## src/rtl/ace_audio_mixer_dac.sv

```systemverilog
// Jupiter Ace audio back end: mixes AY channels with beeper/tape bits into
// saturated 10-bit L/R PCM and drives each through a first-order sigma-delta.
module ace_audio_mixer_dac #(
    parameter int         STEREO    = 1,
    parameter logic [7:0] SPK_LEVEL = 8'd96,
    parameter logic [7:0] MIC_LEVEL = 8'd32,
    parameter logic [7:0] EAR_LEVEL = 8'd32
) (
    input  logic       clk,
    input  logic       reset,
    input  logic       ce_sample,
    input  logic [7:0] ay_a,
    input  logic [7:0] ay_b,
    input  logic [7:0] ay_c,
    input  logic       spk,
    input  logic       mic,
    input  logic       ear,
    input  logic       mute,
    output logic [9:0] pcm_l,
    output logic [9:0] pcm_r,
    output logic       pcm_valid,
    output logic       audio_l,
    output logic       audio_r
);

    logic [1:0]       ear_sync_q, ear_sync_d;
    logic [7:0]       a_q, a_d, b_q, b_d, c_q, c_d;
    logic             spk_q, spk_d, mic_q, mic_d, ear_q, ear_d, mute_q, mute_d;
    logic [1:0]       vld_pipe_q, vld_pipe_d;
    logic [1:0][9:0]  pcm_q, pcm_d;
    logic [1:0][10:0] acc_q, acc_d;
    logic [1:0]       audio_q, audio_d;
    logic [11:0]      beep, sum_l, sum_r;

    function automatic logic [9:0] sat10(input logic [11:0] s);
        return (s > 12'd1023) ? 10'h3FF : s[9:0];
    endfunction

    always_comb begin
        ear_sync_d = {ear_sync_q[0], ear};
        a_d        = a_q;
        b_d        = b_q;
        c_d        = c_q;
        spk_d      = spk_q;
        mic_d      = mic_q;
        ear_d      = ear_q;
        mute_d     = mute_q;
        if (ce_sample) begin
            a_d    = ay_a;
            b_d    = ay_b;
            c_d    = ay_c;
            spk_d  = spk;
            mic_d  = mic;
            ear_d  = ear_sync_q[1];
            mute_d = mute;
        end
        vld_pipe_d = {vld_pipe_q[0], ce_sample};
    end

    always_comb begin
        beep = 12'd0;
        if (spk_q) beep = beep + {4'd0, SPK_LEVEL};
        if (mic_q) beep = beep + {4'd0, MIC_LEVEL};
        if (ear_q) beep = beep + {4'd0, EAR_LEVEL};
    end

    generate
        if (STEREO != 0) begin : g_stereo
            // ACB layout: B is centred, split half into each side
            assign sum_l = {4'd0, a_q} + ({4'd0, b_q} >> 1) + beep;
            assign sum_r = {4'd0, c_q} + ({4'd0, b_q} >> 1) + beep;
        end else begin : g_mono
            assign sum_l = {4'd0, a_q} + {4'd0, b_q} + {4'd0, c_q} + beep;
            assign sum_r = sum_l;
        end
    endgenerate

    always_comb begin
        pcm_d = pcm_q;
        if (vld_pipe_q[0]) begin
            if (mute_q) begin
                pcm_d = '0;
            end else begin
                pcm_d[0] = sat10(sum_l);
                pcm_d[1] = sat10(sum_r);
            end
        end
    end

    // Carry out of a 10-bit wraparound accumulator is the bitstream; the
    // accumulator is never cleared on pcm change, so density tracks pcm/1024.
    always_comb begin
        acc_d   = '0;
        audio_d = '0;
        for (int i = 0; i < 2; i++) begin
            acc_d[i]   = {1'b0, acc_q[i][9:0]} + {1'b0, pcm_q[i]};
            audio_d[i] = acc_d[i][10];
        end
    end

    always_ff @(posedge clk or posedge reset) begin
        if (reset) begin
            ear_sync_q <= '0;
            a_q        <= '0;
            b_q        <= '0;
            c_q        <= '0;
            spk_q      <= 1'b0;
            mic_q      <= 1'b0;
            ear_q      <= 1'b0;
            mute_q     <= 1'b0;
            vld_pipe_q <= '0;
            pcm_q      <= '0;
            acc_q      <= '0;
            audio_q    <= '0;
        end else begin
            ear_sync_q <= ear_sync_d;
            a_q        <= a_d;
            b_q        <= b_d;
            c_q        <= c_d;
            spk_q      <= spk_d;
            mic_q      <= mic_d;
            ear_q      <= ear_d;
            mute_q     <= mute_d;
            vld_pipe_q <= vld_pipe_d;
            pcm_q      <= pcm_d;
            acc_q      <= acc_d;
            audio_q    <= audio_d;
        end
    end

    assign pcm_l     = pcm_q[0];
    assign pcm_r     = pcm_q[1];
    assign pcm_valid = vld_pipe_q[1];
    assign audio_l   = audio_q[0];
    assign audio_r   = audio_q[1];

endmodule

```

## config.mk

```make
export PLATFORM = sky130hd
export DESIGN_NAME = ace_audio_mixer_dac
export DESIGN_NICKNAME = d
export VERILOG_FILES = /design/src/rtl/ace_audio_mixer_dac.sv
export SDC_FILE = /design/constraint.sdc
export NUM_CORES = 1
export LEC_CHECK = 0
export CELL_PAD_IN_SITES_DETAIL_PLACEMENT = 1
export CELL_PAD_IN_SITES_GLOBAL_PLACEMENT = 2
export CORE_ASPECT_RATIO = 1.4
export CORE_MARGIN = 2
export CORE_UTILIZATION = 37
export DETAILED_ROUTE_END_ITERATION = 8
export GPL_TIMING_DRIVEN = 0
export HOLD_SLACK_MARGIN = 0.12
export PLACE_DENSITY_LB_ADDON = 0.1
export SLEW_MARGIN = 40
export SYNTH_ARGS = -nofsm -noshare
export SYNTH_HDL_FRONTEND = slang
export SYNTH_SLANG_ARGS = --single-unit
```

## constraint.sdc

```tcl
create_clock -name clk -period 3.8 [get_ports clk]
set_input_delay 0.76 -clock clk [delete_from_list [all_inputs] [get_ports clk]]
set_output_delay 0.76 -clock clk [all_outputs]
set_load 0.01 [all_outputs]
```

==> flow_summary.json <==
{
  "grt_use_met2": 0.296,
  "io_buffers": 52,
  "p_per_area_nw_per_um2": 679,
  "multi_input_area_um2": 2240,
  "drt-initial-drc-count": 86,
  "grt_max_degree": 45,
  "cap_violations": 0,
  "max_freq_ghz": 0.328,
  "cts-root-buf": "clkbuf_16",
  "numCtsBuffers": 9,
  "ys_ff_latch": 73,
  "place_hpwl_um": 7550,
  "worstRegToRegCells": 9,
  "whs_endpoint": "ear_sync_q[1]",
  "h-tree-depth": 3,
  "worstSetupEndpointType": "flop",
  "wire_per_inst_um": 16.7,
  "cts.path.max_buffers": 2,
  "area_growth_pct": 24.5,
  "synthesis.nets": 460,
  "criticalPathCategory": "reg2reg",
  "clk_pin_slew_ns": 0.06,
  "synthArstFlopShare": 1.00,
  "grt_pass1_vias": 3165,
  "setup_viol": 0,
  "drv_slew": 0,
  "final_cell_mix": "dfrtp_1 (73), ha_1 (54), clkdlybuf4s50_1 (52), inv_1 (27), mux2_2 (27)",
  "die_w_um": 94.2,
  "worstSetupStartpointType": "flop",
  "num-fill-cells": 1211,
  "grt_use_met3": 0.0335,
  "setup_tns_ns": 0,
  "max_slew_margin": 0.538,
  "tightest_slew_ns": 0.693,
  "rrSetupSlack_ns": 0.75,
  "ys_seq_area_frac": 0.433,
  "gr-total-overflow": 0,
  "fin_util": 0.468,
  "postRouteAntennaNets": 0,
  "syn_area_per_cell_um2": 11.4,
  "io_pins": 54,
  "hold_viol": 0,
  "antenna_cells": 0,
  "hp-class": "reg2reg",
  "cts-resized-gates": 0,
  "die_h_um": 130,
  "first_pass_iters": 5,
  "ctsHoldBuffers": 0,
  "initial_core_util": 0.376,
  "synth_warnings": 0,
  "drive_gt1_frac": 0.119,
  "antenna_found_initial": 0,
  "p_leak_uw": 0.00238,
  "synth_edf_count": 0,
  "grt_pass1_wl_um": 16400,
  "ys_types": 45,
  "rows": 46,
  "dr_total_vias": 3039,
  "r2r_end": "pcm_l[8]",
  "layout_commonest_cell": "dfrtp_1",
  "place.gp.congestion": 0.786,
  "rsz0062_at_grt": "false",
  "finalPower_uw": 3560,
  "min_from": "ear_sync_q[0]",
  "viasPerCell": 5.22,
  "ys.flop_type": "dfrtp_1",
  "drc_errors": 0,
  "ir_drop_mv": 0.219,
  "finalWirelength_um": 9730,
  "clock-sinks": 73,
  "die_area_um2": 12300,
  "core_um2": 11200,
  "syn_area_um2": 4220,
  "finClkSkew_ns": 0.00501,
  "min_period_ns": 3.05,
  "grt.total_usage": 0.176,
  "post_cts_buffers": 0,
  "period_share": 0.803,
  "clock_latency_ns": 0.33,
  "arrival_ns": 3.27,
  "status": "complete, no violations",
  "seqCellArea_um2": 1830,
  "place_ws_ns": 0.740,
  "worst_slack_ns": 0.747,
  "gr-max-usage-layer": "met2",
  "holdPathStages": 0,
  "grtUsageMet1": 0.224,
  "cp.required_ns": 4.02,
  "cts_tree": "done",
  "path_max_fanout": 6,
  "fin_nets": 524,
  "timing.rr.start": "ear_q",
  "netlist_instances": 369
}
## state kept, by name (all words and copies together), names as in the netlist
register    flops
acc_q          20
mic_q           1
audio_q         2
spk_q           1
vld_pipe_q      2
mute_q          1
ear_q           1
pcm_l          10
ear_sync_q      2
pcm_r          10
c_q             8
b_q             7
a_q             8
## worst max-delay path by stage
stage	cells past startpoint	slack (ns)	end	from
after CTS	9	0.72	pcm_l[8]	ear_q
after detailed placement	9	0.74	pcm_l[8]	ear_q
final	9	0.75	pcm_l[8]	ear_q
after global placement	2	-0.18	acc_q[15]	reset
after global routing	9	0.56	pcm_l[8]	ear_q
after floorplan	9	1.05	pcm_l[8]	ear_q
## kinds of logic after synthesis
logic type / share of synthesized area
fa+ha+maj: 0.189
compound gates: 0.157
simple gates: 0.0605
mux: 0.0769
buf+inv: 0.0362
flops: 0.433
xor+xnor: 0.0478
## worst max-delay path: stages, from the launching register on
cell      delay, ns
dfrtp_1        0.32
clkbuf_1       0.31
mux2_2         0.44
fa_1           0.45
ha_1           0.38
a21oi_1        0.16
o21ai_0        0.08
a41o_1         0.22
or3_1          0.31
a32o_1         0.26
## cell type report
cell class | count | area share
repair buffers | 53 | 0.104
inverters | 28 | 0.0210
clock buffers | 11 | 0.0463
flip-flops and latches | 73 | 0.348
clock inverters | 5 | 0.0105
plain buffers | 10 | 0.00906
multi-input cells | 258 | 0.426
well taps | 144 | 0.0343
## cell usage after synthesis, types with 3 or more instances
library cell | count | area, µm²
a21o_1 | 8 | 60.1
dfrtp_1 | 73 | 1830
nand3_1 | 4 | 20.0
a21oi_1 | 18 | 90.1
a211oi_1 | 5 | 37.5
xnor2_1 | 18 | 158
or3_1 | 3 | 18.8
nor2_1 | 8 | 30.0
and2_1 | 3 | 18.8
fa_1 | 6 | 120
nor2b_1 | 4 | 25.0
and3_1 | 8 | 50.1
inv_1 | 28 | 105
clkbuf_1 | 6 | 22.5
ha_1 | 54 | 676
o21bai_1 | 3 | 22.5
mux2_2 | 27 | 304
o21ai_0 | 23 | 115
o31ai_1 | 5 | 37.5
o2bb2ai_1 | 6 | 52.6
xor2_1 | 5 | 43.8
nand2_1 | 20 | 75.1
## report_power, final
part	internal (µW)	switching [µW]	leakage, µW
Sequential	996	124	0.000885
Combinational	767	828	0.00136
Clock	524	325	0.000142
Total	2290	1280	0.00238
## stage by stage
step,area [µm²],hold slack (ns),cells
floorplan,4220,0.331,369
finish,5250,0.349,582
CTS,5250,0.352,582
detailed placement,4950,0.344,566
global route,5250,0.370,582
global placement,4920,0.338,565
## routing by layer
layer  share of wire  vias up
met5               0        -
met4           0.021        0
met3           0.032       12
met2            0.51       47
met1            0.44     1522
li1                -     1458
(Power assumes the default switching activity.)
